[config.mk]
export PLATFORM = sky130hd
export DESIGN_NAME = bp_nonsynth_cosim_arbiter
export DESIGN_NICKNAME = d
export VERILOG_FILES = /design/src/rtl/bp_nonsynth_cosim_pkg.sv /design/src/rtl/bp_nonsynth_cosim_rr_arb.sv /design/src/rtl/bp_nonsynth_cosim_arbiter.sv
export SDC_FILE = /design/constraint.sdc
export NUM_CORES = 1
export LEC_CHECK = 0
export ABC_AREA = 1
export BUFFER_PORTS_ARGS = -buffer_cell sky130_fd_sc_hd__buf_2
export CORE_AREA = 10 10 492 494
export DETAILED_ROUTE_END_ITERATION = 7
export DIE_AREA = 0 0 502 504
export PLACE_DENSITY_LB_ADDON = 0.3
export SLEW_MARGIN = 20
export SYNTH_ARGS = -nofsm -noshare
export SYNTH_HDL_FRONTEND = slang
export SYNTH_SLANG_ARGS = --single-unit
[constraint.sdc]
create_clock -name clk_i -period 11.9 [get_ports clk_i]
set_input_delay 2.38 -clock clk_i [delete_from_list [all_inputs] [get_ports clk_i]]
set_output_delay 2.38 -clock clk_i [all_outputs]
set_load 0.02 [all_outputs]
[src/rtl/bp_nonsynth_cosim_pkg.sv]
// Shared types for the co-simulation commit scheduler: FSM state enum and
// a macro that declares the output commit-record struct for a given width.
`ifndef BP_NONSYNTH_COSIM_PKG_SV
`define BP_NONSYNTH_COSIM_PKG_SV

`define BP_COSIM_COMMIT_REC_S(core_w, rec_w) \
   typedef struct packed { \
      logic [core_w-1:0] core; \
      logic [rec_w-1:0]  data; \
   } bp_cosim_commit_rec_s

package bp_nonsynth_cosim_pkg;

   typedef enum logic [2:0] {
      e_idle,
      e_run,
      e_drain,
      e_pass,
      e_fail
   } bp_cosim_arb_state_e;

   // Core-id width; a single core still gets a 1-bit id.
   function automatic int core_width(input int n);
      return (n > 1) ? $clog2(n) : 1;
   endfunction

endpackage

`endif

[src/rtl/bp_nonsynth_cosim_rr_arb.sv]
// Combinational round-robin pick: first valid requester at or after ptr,
// wrapping cyclically. Produces one-hot grant, its index and an any flag.
module bp_nonsynth_cosim_rr_arb
   import bp_nonsynth_cosim_pkg::*;
#(
   parameter  int num_core_p = 4,
   localparam int core_w_lp  = core_width(num_core_p)
)(
   input  logic [num_core_p-1:0] v,
   input  logic [core_w_lp-1:0]  ptr,
   output logic [num_core_p-1:0] grant_oh,
   output logic [core_w_lp-1:0]  grant_idx,
   output logic                  grant_any
);

   logic [core_w_lp-1:0] cand;

   always_comb begin
      grant_oh  = '0;
      grant_idx = '0;
      grant_any = 1'b0;
      cand      = '0;
      for (int i = 0; i < num_core_p; i++) begin
         cand = core_w_lp'((int'(ptr) + i) % num_core_p);
         if (!grant_any && v[cand]) begin
            grant_any      = 1'b1;
            grant_idx      = cand;
            grant_oh[cand] = 1'b1;
         end
      end
   end

endmodule

[src/rtl/bp_nonsynth_cosim_arbiter.sv]
// Multi-core commit scheduler: round-robin grant into a one-entry output
// register feeding the reference checker, plus pass/fail run sequencing.
module bp_nonsynth_cosim_arbiter
   import bp_nonsynth_cosim_pkg::*;
#(
   parameter  int num_core_p     = 4,
   parameter  int rec_width_p    = 256,
   parameter  int stall_cycles_p = 100000,
   localparam int core_w_lp      = core_width(num_core_p)
)(
   input  logic                              clk_i,
   input  logic                              reset_i,
   input  logic                              en_i,
   input  logic [num_core_p-1:0]             commit_v_i,
   input  logic [num_core_p*rec_width_p-1:0] commit_data_i,
   output logic [num_core_p-1:0]             commit_yumi_o,
   input  logic [num_core_p-1:0]             finish_i,
   output logic                              chk_v_o,
   output logic [core_w_lp-1:0]              chk_core_o,
   output logic [rec_width_p-1:0]            chk_data_o,
   input  logic                              chk_ready_i,
   input  logic                              fail_i,
   output logic                              pass_o,
   output logic                              fail_o,
   output logic                              stall_o
);

   `BP_COSIM_COMMIT_REC_S(core_w_lp, rec_width_p);

   localparam int stall_w_lp = $clog2(stall_cycles_p + 1);

   bp_cosim_arb_state_e   state, state_n;
   bp_cosim_commit_rec_s  chk_r;
   logic [core_w_lp-1:0]  rr_ptr, grant_idx;
   logic [num_core_p-1:0] finish_r, grant_oh, arb_v;
   logic [stall_w_lp-1:0] stall_cnt;
   logic                  grant_any, arb_en, reg_free, hs, stall_expire;

   assign hs       = chk_v_o & chk_ready_i;
   assign reg_free = ~chk_v_o | chk_ready_i;
   assign arb_en   = reg_free & ((state == e_run) | (state == e_drain));
   assign arb_v    = commit_v_i & {num_core_p{arb_en}};

   bp_nonsynth_cosim_rr_arb #(.num_core_p(num_core_p)) u_rr_arb (
      .v         (arb_v),
      .ptr       (rr_ptr),
      .grant_oh  (grant_oh),
      .grant_idx (grant_idx),
      .grant_any (grant_any)
   );

   assign commit_yumi_o = grant_oh;
   assign chk_core_o    = chk_r.core;
   assign chk_data_o    = chk_r.data;
   assign pass_o        = (state == e_pass);
   assign fail_o        = (state == e_fail);

   // Fires on the cycle whose increment would land on stall_cycles_p.
   assign stall_expire = (state == e_run) && !hs
                         && (stall_cnt == stall_w_lp'(stall_cycles_p - 1));

   always_comb begin
      state_n = state;
      case (state)
         e_idle:  if (en_i) state_n = e_run;
         e_run: begin
            if (fail_i || stall_expire) state_n = e_fail;
            else if (&finish_r)         state_n = e_drain;
         end
         e_drain: begin
            if (fail_i) state_n = e_fail;
            else if ((commit_v_i == '0) && !chk_v_o && !grant_any) state_n = e_pass;
         end
         default: state_n = state;
      endcase
   end

   always_ff @(posedge clk_i or posedge reset_i) begin
      if (reset_i) begin
         state     <= e_idle;
         finish_r  <= '0;
         rr_ptr    <= '0;
         stall_cnt <= '0;
         stall_o   <= 1'b0;
         chk_v_o   <= 1'b0;
         chk_r     <= '0;
      end else begin
         state <= state_n;
         if (state == e_run) finish_r <= finish_r | finish_i;
         if (stall_expire) stall_o <= 1'b1;

         if ((state != e_run) || hs)
            stall_cnt <= '0;
         else if (stall_cnt != stall_w_lp'(stall_cycles_p))
            stall_cnt <= stall_cnt + 1'b1;

         // A same-cycle grant overwrites the record being handed off.
         if (grant_any) begin
            chk_v_o    <= 1'b1;
            chk_r.core <= grant_idx;
            chk_r.data <= commit_data_i[grant_idx*rec_width_p +: rec_width_p];
            rr_ptr     <= (grant_idx == core_w_lp'(num_core_p - 1)) ? '0 : grant_idx + 1'b1;
         end else if (hs) begin
            chk_v_o <= 1'b0;
         end
      end
   end

endmodule

After elaboration in Yosys (flattened, before gate mapping):

Cells that the tools add are included.

* register bits: 286
* bits of input ports: 1037
* output and inout bits: 266
* logic and storage cells: 108

* add/subtract/negate cells: 5
* order comparisons: 8
* eq/ne operators: 11
* shift-type cells: 1
* multiplexer cells: 39
* bitwise gates (word level): 10
* reductions and logical operators: 26

Operators by type and width (count)
* $shiftx 1024x11->256: 1
* $mux 17: 2
* $add 17x1->17 const B: 1
* $eq 17x17->1 const B: 1
* $ne 17x17->1 const B: 1
* $mux 4: 4
* $or 4x4->4: 4
* $mux 3: 5
* $mux 1: 14
* $lt 2x3->1 const B: 4
* $logic_and 1x1->1: 11
* $mux 2: 5
* $pmux 3 s3: 1
* $bmux 1 s2: 4
* $demux 1 s2: 4
* $ge 2x1->1 const B: 4
* $reduce_and 4->1: 2
* $eq 3x2->1 const B: 2
* $logic_not 1->1: 6
* $ne 3x1->1 const B: 2
* $add 2x1->2 const B: 2
* $add 2x2->2 const B: 2
* $and 4x4->4: 1
* $logic_not 4->1: 1
* other kinds (12): 16

Longest topological paths before layout:

* depth after elaboration: 21
* depth in mapped cells: 18

Cells and area by module:

A second synthesis with hierarchy kept.

* cell total of the unflattened synthesis: 2806
* area total of the unflattened synthesis: 18526.5 µm²

Modules (own cells, without submodules)
* bp_nonsynth_cosim_arbiter: times used 1, cells an instance 2732, area each 18086.1 µm²
* bp_nonsynth_cosim_rr_arb: times used 1, cells an instance 74, area each 440.4 µm²

Least setup slack after synthesis:

No wires, ideal clock.

* path kind: input to output
* start: input chk_ready_i
* end: output commit_yumi_o[2]
* arrival time: 3.649 ns
* required time: 9.520 ns
* path slack: 5.871 ns
* stages on the path: 8
* path through: inv_1 -> nand2_1 -> nand4_1 -> nand3_1 -> nand2_1 -> buf_6 -> nand4_4 -> o21ai_0

* longest elaborated chain between the ends: 15
* elaborated cells between the ends (all ways): 27
* those cells by class: 15 x mux; 6 x bitwise; 6 x reduce/logical

Ends and longest elaborated chain
* start, declared: line bp_nonsynth_cosim_arbiter.sv:21 `input logic chk_ready_i,`
* $or 1x1->1 *: line bp_nonsynth_cosim_arbiter.sv:40 `assign reg_free = ~chk_v_o | chk_ready_i;`
* $and 1x1->1 *: line bp_nonsynth_cosim_arbiter.sv:41 `assign arb_en = reg_free & ((state == e_run) | (state == e_drain));`
* $and 4x4->4 *: line bp_nonsynth_cosim_arbiter.sv:42 `assign arb_v = commit_v_i & {num_core_p{arb_en}};`
* $bmux 1 s2: line bp_nonsynth_cosim_rr_arb.sv:25 `if (!grant_any && v[cand]) begin`
* $mux 1 (not written as such): line bp_nonsynth_cosim_rr_arb.sv:25
* $mux 1: line bp_nonsynth_cosim_rr_arb.sv:25
* $logic_not 1->1: line bp_nonsynth_cosim_rr_arb.sv:25
* $logic_and 1x1->1: line bp_nonsynth_cosim_rr_arb.sv:25
* $mux 1: line bp_nonsynth_cosim_rr_arb.sv:25
* $logic_not 1->1: line bp_nonsynth_cosim_rr_arb.sv:25
* $logic_and 1x1->1: line bp_nonsynth_cosim_rr_arb.sv:25
* $mux 1: line bp_nonsynth_cosim_rr_arb.sv:25
* $logic_not 1->1: line bp_nonsynth_cosim_rr_arb.sv:25
* $logic_and 1x1->1: line bp_nonsynth_cosim_rr_arb.sv:25
* $mux 4 *: line bp_nonsynth_cosim_rr_arb.sv:25
* end, declared: line bp_nonsynth_cosim_arbiter.sv:16 `output logic [num_core_p-1:0] commit_yumi_o,`

Every way passes the cells marked *; elsewhere a longest branch is shown, timed or not. The select of a mux whose other input is x is not followed.

Final worst setup path:

* start: input chk_ready_i
* end: output commit_yumi_o[3]

Same word-level chain as after synthesis.

==> impl_metrics.json <==
{
  "critical-path-top-delay-family": "simple AND/OR/NAND/NOR gates",
  "cts_setup_buffers": 0,
  "cts_buffers": 44,
  "via_per_inst": 3.81,
  "status": "finished with violations",
  "syn_area_per_cell_um2": 5.85,
  "crit_path_max_incr_delay_ns": 0.34,
  "place_hpwl_mm": 162,
  "hold_path_class": "reg -> reg",
  "top_usage_layer": "met2",
  "synth_area_um2": 24100,
  "slew_headroom": -0.0789,
  "worstRegToRegCells": 14,
  "holdPathEnd": "finish_r[1]",
  "syn_nets": 5158,
  "first_iter_violations": 2851,
  "nets": 6261,
  "whs_path_depth": 2,
  "clkLatencyLatePin_ns": 0.66,
  "yosys.area.top_type": "dfrtp_1",
  "fmax_mhz": 150,
  "ys_types": 35,
  "rsz0062_at_grt": "no",
  "setup_viol": 0,
  "startpoint_type": "primary input",
  "drive_above_1_share": 0.271,
  "finalHoldViolations": 0,
  "synth-seq-cells": 286,
  "cp_slowest_cell": "a221o_1",
  "synth_area_leaders": "dfrtp_1 (30%), nand2_1 (25%), nand3_1 (16%)",
  "start_util": 0.104,
  "antenna_found_initial": 175,
  "crit_required_ns": 9.52,
  "r2r-start": "rr_ptr[0]",
  "fin_crit_sh": 0.561,
  "drtPass1Iterations": 6,
  "p_leak_nw": 20.6,
  "slew_violations": 43,
  "min_period_ns": 6.67,
  "failed_checks": "slew limit",
  "worst_setup_path_end_kind": "output port",
  "antenna_left": 0,
  "use_met3": 0.0561,
  "cp-startpoint": "chk_ready_i",
  "cts.htree.levels": 2,
  "met2_usage": 0.246,
  "grt_pass1_wl_mm": 265,
  "r2r_end": "chk_data_o[213]",
  "grt_max_degree": 162,
  "routabilityCongestion": 0.965,
  "die_x_um": 502,
  "cts_tree": "yes",
  "grt_overflow": 0,
  "maxCapViolations": 0,
  "worstPathMaxFanout": 11,
  "cts_root_buf": "clkbuf_16",
  "vdd_ir_drop_max_mv": 0.0873,
  "io_buffers": 1302,
  "clk_path_buf_depth": 3,
  "path_cells": "buf_2, inv_1, nand2_1, nand4_1, nand3_1, nand2_1, nand3_2, inv_1, a221o_1, buf_2",
  "fin_skew_ns": 0.0463,
  "cp_num_buf_inv": 4,
  "reg2reg_slack_ns": 7.09,
  "path_clk_slew_ns": 0.05,
  "num_rows": 177,
  "p_per_area_nw_per_um2": 85.6,
  "criticalPathCategory": "in -> out",
  "die_y_um": 504,
  "wl_per_cell_um": 23.5,
  "via_count": 31761,
  "grt_use_total": 0.146,
  "synth_warnings": 0,
  "grt_pass1_vias": 32035,
  "crit_arrival_ns": 4.29,
  "postSynthCellCount": 4115,
  "core-area_um2": 232000,
  "synth_top_area_frac": 0.297,
  "fin_setup_tns_ns": 0,
  "ys_seq_area_frac": 0.297,
  "die_area_um2": 253000,
  "tightest_slew_ns": 1.62,
  "area_growth_pct": 45.3,
  "finalWirelength_mm": 196,
  "holdBufCountCts": 0,
  "met1_usage": 0.175,
  "drc_errors": 0,
  "cts.repair.resized": 0,
  "min_from": "finish_r[1]",
  "io_pins": 1303,
  "clkSinkCount": 286,
  "power_mw": 2.99
}
per-stage QoR:
stage	instance area (um^2)	hold WS (ns)	utilization	setup slack, ns	instances
6_report	35000	0.456	0.151	5.23	8330
5_1_grt	34900	0.479	0.151	5.02	8300
4_1_cts	34900	0.460	0.151	5.23	8295
3_5_place_dp	33500	0.439	0.144	5.23	8215
3_3_place_gp	33500	0.438	0.144	5.26	8215
2_1_floorplan	24100	0.421	-	1.63	4115
sequential cells by signal (all words and copies together) (netlist names):
signal,cells
chk_core_o,2
chk_v_o,1
finish_r,4
chk_data_o,256
stall_cnt,17
state,3
stall_o,1
rr_ptr,2
cell usage in the layout (no fill, tap or decap), drive strengths merged, types with 17 or more instances in the layout:
master / n
a21oi: 20
buf: 1340
clkbuf: 70
dfrtp: 286
diode: 35
inv: 813
nand2: 1597
nand3: 791
nand3b: 257
nor2: 17
worst reg2reg max path: stages, from the launching register on:
cell and delay [ns]:
dfrtp_1 0.60, inv_1 0.25, nand4_1 0.21, nand3_1 0.09, nand2_1 0.40, inv_1 0.16, nor3_1 0.35, nand2_1 0.16
nand2_4 0.51, buf_4 0.60, buf_4 0.86, nand3_1 0.32, nand2_1 0.11, nand2_1 0.06, nand2_1 0.09
cells by family after synthesis:
family	count (synthesis)	synth area share
fa+ha+maj	6	0.00312
compound gates	44	0.0104
flops	286	0.297
simple gates	2684	0.504
xor+xnor	2	0.000728
buf+inv	1093	0.185
worst max path at each step:
stage | end | slack, ns | cells after the start
3_5_place_dp | commit_yumi_o[3] | 5.23 | 10
5_1_grt | commit_yumi_o[3] | 5.02 | 10
4_1_cts | commit_yumi_o[3] | 5.23 | 10
2_1_floorplan | chk_core_o[0] | 1.63 | 1
3_3_place_gp | commit_yumi_o[3] | 5.26 | 10
6_report | commit_yumi_o[3] | 5.23 | 10
synth_stat cells:
cell,instances
dfrtp_1,286
nand2_8,1
a21oi_1,19
a211oi_1,1
nand4_4,1
buf_1,28
buf_4,8
o2111ai_1,2
ha_1,6
nand3b_1,257
nand3_1,789
nand2_4,2
nand4_1,10
clkbuf_1,80
a221o_1,1
xnor2_1,1
a21o_1,1
a21oi_2,1
a2bb2oi_1,1
o21ai_1,1
o22ai_1,1
buf_6,16
buf_2,151
o41ai_1,1
nor2_1,17
o21ai_0,15
or4_1,1
nand3_2,2
nor3_1,8
inv_2,2
or2_2,1
xor2_1,1
nand2_1,1594
inv_1,808
nor4_1,1
area by class of cell:
class                           instances  area (um^2)
Timing Repair Buffer                 1340         6910
Tap cell                             3043         3810
Fill cell                           27491       197000
Sequential cell                       286         7160
Clock inverter                         10         95.1
Antenna cell                           35         87.6
Clock buffer                           70         1350
Multi-Input combinational cell       2736        12500
Inverter                              810         3060
power breakdown:
| part | internal [mW] | switching, mW | total [mW] |
|---|---|---|---|
| Clock | 0.797 | 0.580 | 1.38 |
| Combinational | 0.240 | 0.326 | 0.566 |
| Sequential | 1.02 | 0.0339 | 1.05 |
per-layer routing:
layer / vias up / share of wire
met5: - / 0.0030
met4: 88 / 0.028
met3: 356 / 0.11
met2: 1680 / 0.46
met1: 14908 / 0.40
li1: 14729 / -
Note: power is estimated with default switching activity, not from simulation.
